--- src/rtl/grev_issue_ctrl_if.sv ---
// Core-side request/result port of the GREV issue/retire stage.
// master = core, slave = grev_issue_ctrl.
interface grev_issue_ctrl_if #(
  parameter int TAG_W = 4
) ();
  logic             in_valid;
  logic             in_ready;
  logic [31:0]      in_rs1;
  logic [31:0]      in_rs2;
  logic [TAG_W-1:0] in_tag;
  logic             out_valid;
  logic             out_ready;
  logic [31:0]      out_rd;
  logic [TAG_W-1:0] out_tag;

  modport master (
    output in_valid, in_rs1, in_rs2, in_tag, out_ready,
    input  in_ready, out_valid, out_rd, out_tag
  );

  modport slave (
    input  in_valid, in_rs1, in_rs2, in_tag, out_ready,
    output in_ready, out_valid, out_rd, out_tag
  );
endinterface

--- src/rtl/grev_issue_ctrl.sv ---
// Issue/retire wrapper for the fixed-latency GREV unit: tag pipe, credit-gated issue, result FIFO.
// Optional GREV_ISSUE_STATS_EN adds stat_issued/stat_stall counters.
module grev_issue_ctrl #(
  parameter int GREV_LAT   = 1,
  parameter int FIFO_DEPTH = 3,
  parameter int TAG_W      = 4
) (
  input  logic              clock,
  input  logic              resetn,
  grev_issue_ctrl_if.slave  io,
  output logic [31:0]       grev_rs1,
  output logic [4:0]        grev_rs2,
  input  logic [31:0]       grev_rd
`ifdef GREV_ISSUE_STATS_EN
  ,
  output logic [31:0]       stat_issued,
  output logic [31:0]       stat_stall
`endif
);
  localparam int PW = (FIFO_DEPTH > 1) ? $clog2(FIFO_DEPTH) : 1;
  localparam int CW = $clog2(FIFO_DEPTH + 1);

  typedef struct packed {
    logic [TAG_W-1:0] tag;
    logic [31:0]      rd;
  } ent_t;

  logic [GREV_LAT-1:0]             vld_pipe;
  logic [GREV_LAT-1:0][TAG_W-1:0]  tag_pipe;
  ent_t                            mem [FIFO_DEPTH];
  logic [PW-1:0]                   wr_ptr, rd_ptr;
  logic [CW-1:0]                   count;
  logic                            accept, push, pop;
  int unsigned                     inflight;
  logic                            unused_rs2;

  function automatic logic [PW-1:0] nxt(input logic [PW-1:0] p);
    return (p == PW'(FIFO_DEPTH - 1)) ? '0 : p + PW'(1);
  endfunction

  assign grev_rs1   = io.in_rs1;
  assign grev_rs2   = io.in_rs2[4:0];
  assign unused_rs2 = ^io.in_rs2[31:5];

  always_comb begin
    inflight = 0;
    for (int i = 0; i < GREV_LAT; i++) inflight += {31'b0, vld_pipe[i]};
  end

  // Credits count only registered state, so a same-cycle pop never frees a slot.
  assign io.in_ready  = resetn && ((32'(count) + inflight) < 32'(FIFO_DEPTH));
  assign accept       = io.in_valid && io.in_ready;
  assign push         = vld_pipe[GREV_LAT-1];
  assign pop          = io.out_valid && io.out_ready;
  assign io.out_valid = (count != '0);
  assign io.out_rd    = io.out_valid ? mem[rd_ptr].rd  : '0;
  assign io.out_tag   = io.out_valid ? mem[rd_ptr].tag : '0;

  always_ff @(posedge clock) begin
    if (!resetn) begin
      vld_pipe <= '0;
      tag_pipe <= '0;
      wr_ptr   <= '0;
      rd_ptr   <= '0;
      count    <= '0;
    end else begin
      vld_pipe[0] <= accept;
      tag_pipe[0] <= io.in_tag;
      for (int i = 1; i < GREV_LAT; i++) begin
        vld_pipe[i] <= vld_pipe[i-1];
        tag_pipe[i] <= tag_pipe[i-1];
      end
      if (push) wr_ptr <= nxt(wr_ptr);
      if (pop)  rd_ptr <= nxt(rd_ptr);
      case ({push, pop})
        2'b10:   count <= count + CW'(1);
        2'b01:   count <= count - CW'(1);
        default: ;
      endcase
    end
  end

  // Storage is not reset; out_rd/out_tag are masked by out_valid instead.
  always_ff @(posedge clock) begin
    if (push) mem[wr_ptr] <= '{tag: tag_pipe[GREV_LAT-1], rd: grev_rd};
  end

`ifdef GREV_ISSUE_STATS_EN
  always_ff @(posedge clock) begin
    if (!resetn) begin
      stat_issued <= '0;
      stat_stall  <= '0;
    end else begin
      if (accept)                       stat_issued <= stat_issued + 32'd1;
      if (io.in_valid && !io.in_ready)  stat_stall  <= stat_stall + 32'd1;
    end
  end
`endif

  a_no_overflow: assert property (@(posedge clock) disable iff (!resetn)
    !(push && !pop && count == CW'(FIFO_DEPTH)));
endmodule

--- src/flat_wrapper.sv ---
// flat-port wrapper written by rule: the top's interface ports become plain ports
module grev_issue_ctrl_flat 
#(
  parameter int GREV_LAT   = 1,
  parameter int FIFO_DEPTH = 3,
  parameter int TAG_W      = 4
)
  (clock, resetn, grev_rs1, grev_rs2, grev_rd, io_in_valid, io_in_rs1, io_in_rs2, io_in_tag, io_out_ready, io_in_ready, io_out_valid, io_out_rd, io_out_tag);
  grev_issue_ctrl_if #(.TAG_W(TAG_W)) io_i ();
  input  logic clock;
  input  logic resetn;
  output logic [31:0] grev_rs1;
  output logic [4:0] grev_rs2;
  input  logic [31:0] grev_rd;
  input wire logic [$bits(io_i.in_valid)-1:0] io_in_valid;
  input wire logic [$bits(io_i.in_rs1)-1:0] io_in_rs1;
  input wire logic [$bits(io_i.in_rs2)-1:0] io_in_rs2;
  input wire logic [$bits(io_i.in_tag)-1:0] io_in_tag;
  input wire logic [$bits(io_i.out_ready)-1:0] io_out_ready;
  output wire logic [$bits(io_i.in_ready)-1:0] io_in_ready;
  output wire logic [$bits(io_i.out_valid)-1:0] io_out_valid;
  output wire logic [$bits(io_i.out_rd)-1:0] io_out_rd;
  output wire logic [$bits(io_i.out_tag)-1:0] io_out_tag;
  assign io_i.in_valid = io_in_valid;
  assign io_i.in_rs1 = io_in_rs1;
  assign io_i.in_rs2 = io_in_rs2;
  assign io_i.in_tag = io_in_tag;
  assign io_i.out_ready = io_out_ready;
  assign io_in_ready = io_i.in_ready;
  assign io_out_valid = io_i.out_valid;
  assign io_out_rd = io_i.out_rd;
  assign io_out_tag = io_i.out_tag;
  grev_issue_ctrl #(.GREV_LAT(GREV_LAT), .FIFO_DEPTH(FIFO_DEPTH), .TAG_W(TAG_W)) u_core (.clock(clock), .resetn(resetn), .io(io_i), .grev_rs1(grev_rs1), .grev_rs2(grev_rs2), .grev_rd(grev_rd));
endmodule
--- config.mk ---
export PLATFORM = sky130hd
export DESIGN_NAME = grev_issue_ctrl_flat
export DESIGN_NICKNAME = d
export VERILOG_FILES = /design/src/rtl/grev_issue_ctrl_if.sv /design/src/rtl/grev_issue_ctrl.sv /design/src/flat_wrapper.sv
export SDC_FILE = /design/constraint.sdc
export NUM_CORES = 1
export LEC_CHECK = 0
export CAP_MARGIN = 10
export CORE_MARGIN = 2
export CORE_UTILIZATION = 45
export CTS_CLUSTER_DIAMETER = 200
export DETAILED_ROUTE_END_ITERATION = 6
export PLACE_DENSITY_LB_ADDON = 0.1
export SLEW_MARGIN = 15
export SYNTH_ARGS = -nofsm -noshare
export SYNTH_HDL_FRONTEND = slang
export SYNTH_SLANG_ARGS = --single-unit
--- constraint.sdc ---
create_clock -name clock -period 4.8 [get_ports clock]
set_clock_uncertainty 0.05 [all_clocks]
set_input_delay 0.96 -clock clock [delete_from_list [all_inputs] [get_ports clock]]
set_output_delay 0.96 -clock clock [all_outputs]
set_load 0.005 [all_outputs]
# After elaboration in Yosys (flattened, before gate mapping)
# Memory sizes are Yosys's and may differ from the RTL's. A register that Yosys moved wholly into a read port is not among the register bits.
# Index checks and enable logic that the tools add are counted.
[word_totals]
ramBits = 108
wordCells = 30
register_bits = 11
mem_count = 1
inputBits = 104
out_inout_bits = 75
[mem_list]
columns = ["name", "words", "width", "read_ports", "rd_ports_with_merged_regs", "write_ports", "line_no", "source"]
rows = [
  ["u_core.mem", 3, 36, 1, 1, 1, "grev_issue_ctrl.sv:30", "ent_t mem [FIFO_DEPTH];"],
]
[classes]
addsub = 5
order_cmp = 1
mux = 9
eq_ne = 4
reduce_logical = 5
[ops]
columns = ["op", "count"]
rows = [
  ["< comparator 32 x 2 -> 1 bit (second input constant)", 1],
  ["two-way mux 32 bit", 1],
  ["two-way mux 2 bit", 4],
  ["adder 2 x 1 -> 2 bit (second input constant)", 3],
  ["== test 2 bit (second input constant)", 3],
  ["two-way mux 4 bit", 1],
  ["one-hot mux 2 bit (2 select lines)", 1],
  ["nonzero test 2 bit", 2],
  ["adder 2 x 1 -> 3 bit", 1],
  ["logical AND 1 bit", 3],
  ["== test 2 x 1 -> 1 bit (second input constant)", 1],
  ["two-way mux 1 bit", 2],
  ["subtractor 2 x 1 -> 2 bit (second input constant)", 1],
]

# Depth between registers and ports, before layout
[depth]
ltp_word = 4
mapped_depth = 6
mapped_depth_nobuf = 6

# Worst setup path after synthesis
# No wires, ideal clock.
[synth_path]
kind = "register to register"
from = "register u_core.vld_pipe (netlist: u_core.push)"
to = "memory u_core.mem[0][0] (netlist bit) (enable)"
period_less_slack_ns = 3.523
path_stages_with_launch = 3
arrival_ns = 2.997
path_buffers = 0
slack_ns = 1.277
cell_sequence = "dfxtp_1 -> inv_1 -> nor3_1"
[synth_via]
elab_chain_cells = 2
[synth_rtl]
columns = ["element", "line_no", "source"]
rows = [
  ["start, declared", "grev_issue_ctrl.sv:28", "logic [GREV_LAT-1:0] vld_pipe;"],
  ["start signal, assigned by index", "grev_issue_ctrl.sv:70", "vld_pipe[i] <= vld_pipe[i-1];"],
  ["two-way mux 1 bit", "grev_issue_ctrl.sv:85", "if (push) mem[wr_ptr] <= '{tag: tag_pipe[GREV_LAT-1], rd: grev_rd};"],
  ["two-way mux 1 bit (implied by the code)", "grev_issue_ctrl.sv:85", ""],
  ["end, declared", "grev_issue_ctrl.sv:30", ""],
]
# No other way between the ends.

==> flow_summary.yaml <==
yosys:
  synth_area_leaders: "edfxtp_1 65%, mux2_2 8.1%, mux2i_1 7.2%, buf_4 5.9%, dfxtp_1 5.2%"
  synthSimpleGateAreaFrac: 0.0475
  synth_cell_types: 26
  netlist_instances: 312
  synth_compound_area_frac: 0.00980
  synth_top_family_by_area: "multiplexers"
  yosysSeqAreaShare: 0.704
  syn_nets: 419
  avgSynthCellArea_um2: 16.0
  yosys.area_share.adder: 0.00754
  netlist.area_leader.share: 0.651
  ys_ff_latch: 121
  ys_warn_count: 0
  synthMuxAreaShare: 0.154
  yosysTopAreaCell: "edfxtp_1"
  synth_xor_area_frac: 0.00352
  netlist_area_um2: 4980
floorplan:
  ios: 179
  die_x_um: 109
  start_util: 0.459
  core_um2: 10800
  row_count: 38
  dieArea_um2: 11900
  die_y_um: 109
worst_setup_path:
  rr_worst_depth: 1
  critPathKind: "reg2out"
  start_kind: "flip-flop"
  r2r-end: "u_core.mem[1][24]"
  endpoint: "io_out_rd[18]"
  cp-end-kind: "output pin"
  path_max_fanout: 36
  ff2ff_setup_slack_ns: 3.07
  required_ns: 3.79
  critPathArrivalTime_ns: 2.63
  regToRegStartpoint: "u_core.wr_ptr[0]"
power:
  cellPowerDensity_nw_per_um2: 520
  leakage_nw: 2.05
  vdd_ir_drop_max_uv: 364
clock_network:
  cts_sinks: 121
  cts-root-buf: "clkbuf_8"
  clkTransAtPathRegs_ns: 0.06
  cts_resized: 0
  cts_made_buffers: 17
  cts_buffer_depth: 2
  htree_levels: 4
  post_cts_buffers: 0
  tritoncts: "yes"
  cts_hold_buf: 0
  clk_latency_ns: 0.51
timing:
  fmaxAchievable_mhz: 275
  worstMarginPinSlew_ns: 0.990
  rsz0062_at_grt: "no"
  period_needed_ns: 3.64
  finalMaxSlewViolations: 0
  setup_tns_ns: 0
  finalWorstSetupSlack_ns: 1.16
  post-route-period-util: 0.758
  relSlewSlack: 0.338
  setup_viol: 0
  timing_hold_violations_final: 0
detailed_routing:
  drc: 0
  drtIter0Drc: 79
  via_count: 2541
  post_drt_via_cell_ratio: 4.93
  wl_per_cell_um: 16.7
  antenna_left: 0
  wirelength_um: 8610
  drt_pass1_iterations: 5
final_layout:
  final_area_um2: 6200
  final_cells: 515
  nets: 471
  finalCoreUtilization: 0.572
  drive_gt1_frac: 0.195
  diodes: 0
  syn2layout_area_growth_pct: 24.5
run:
  maxCapViolCount: 0
global_routing:
  grt_use_total: 0.155
  grt_pass1_wl_um: 13300
  grt_pass1_vias: 2579
  antenna_found_initial: 0
  gr-total-overflow: 0
  grt_max_degree: 38
status:
  status: "finished clean"
placement:
  dpl-instance-area_um2: 5620
  placed_cells_incl_taps: 485
  gp_congestion: 0.707
  dp_slack_ns: 1.33
  place_hpwl_um: 4770
  io_buffers: 77
min_path:
  min_path_type: "reg2reg"
synth_stat cells:
master,n
edfxtp_1,108
buf_4,39
nor2_1,39
mux2_2,36
mux2i_1,36
dfxtp_1,13
and2_1,5
a21oi_1,4
buf_2,4
inv_1,4
buf_6,3
ha_1,3
nand2_1,3
clkbuf_1,2
or3_1,2
a211oi_1,1
and3b_1,1
nor2_2,1
nor2b_1,1
nor3_1,1
o21a_1,1
o21ai_0,1
o21ai_2,1
or3b_1,1
xnor2_1,1
xor2_1,1
layout by cell type, fill, tap and decap left out, types with 3 or more instances in the layout:
| cell | n |
|---|---|
| nand2_1 | 3 |
| buf_4 | 4 |
| clkinv_2 | 4 |
| mux2_2 | 36 |
| dfxtp_1 | 11 |
| mux2i_1 | 36 |
| inv_1 | 4 |
| clkdlybuf4s50_1 | 77 |
| edfxtp_1 | 108 |
| clkbuf_16 | 16 |
| ha_1 | 3 |
| and2_1 | 5 |
| a21oi_1 | 4 |
| bufinv_16 | 4 |
| nor2_1 | 38 |
critical path, cell delays in order, from the launching register on:
cell and delay [ns]:
dfxtp_2 0.96, mux2_2 0.41, mux2i_1 0.15, nor2_1 0.08
clkdlybuf4s50_1 0.50
metrics by stage:
stage	hold WS, ns	power, W
floorplan	0.371	0.00167
global placement	0.381	0.00202
detailed placement	0.388	0.00203
CTS	0.398	0.00327
global route	0.416	0.00339
finish	0.401	0.00323
metal layers:
layer  share of wire  global-route usage  vias to the layer above  wire length (um)
met4           0.028              0.0877                        0               240
met2            0.50               0.253                       63              4280
met3           0.049              0.0478                       42               422
li1                -                   -                     1206                 -
met5               0                   0                        -                 0
met1            0.43               0.183                     1230              3670
worst min-delay path by stage:
stage / startpoint / to / slack, ns / cells past startpoint
2_1_floorplan: u_core.tag_pipe[0] / u_core.mem[0][32] / 0.37 / 0
3_3_place_gp: u_core.tag_pipe[0] / u_core.mem[2][32] / 0.38 / 0
3_5_place_dp: u_core.tag_pipe[1] / u_core.mem[0][33] / 0.39 / 0
4_1_cts: u_core.tag_pipe[0] / u_core.mem[1][32] / 0.40 / 0
5_1_grt: u_core.tag_pipe[1] / u_core.mem[2][33] / 0.42 / 0
6_report: u_core.tag_pipe[2] / u_core.mem[2][34] / 0.40 / 0
layout make-up:
| cell class | count | area [um^2] |
|---|---|---|
| sequential | 121 | 3510 |
| inverter | 4 | 15.0 |
| clock buffer | 19 | 422 |
| multi-input combinational | 139 | 1120 |
| clock inverter | 11 | 155 |
| fill | 880 | 4640 |
| tap | 140 | 175 |
| timing repair buffer | 81 | 801 |
cell families (layout without fill, tap and decap cells):
group,count (synthesis),count (layout)
flip-flops,121,121
multiplexers,72,72
AND/OR/NAND/NOR,54,54
buffers and inverters,52,115
AO/OA/AOI/OAI,8,8
adder cells (fa/ha/maj),3,3
XOR/XNOR,2,2
power by group:
group	total, W	internal (W)	switching [W]
clock	0.00124	0.000828	0.000410
combinational	0.000706	0.000422	0.000284
sequential	0.00128	0.00121	0.0000740
total	0.00323	0.00246	0.000767
flip-flops by register name, indices dropped and copies added, names as in the netlist, named ones only:
name / cells
u_core.rd_ptr: 2
u_core.tag_pipe: 4
u_core.push: 1
u_core.mem: 108
u_core.wr_ptr: 2
u_core.count: 2
Power figures use the tool's default switching activity.
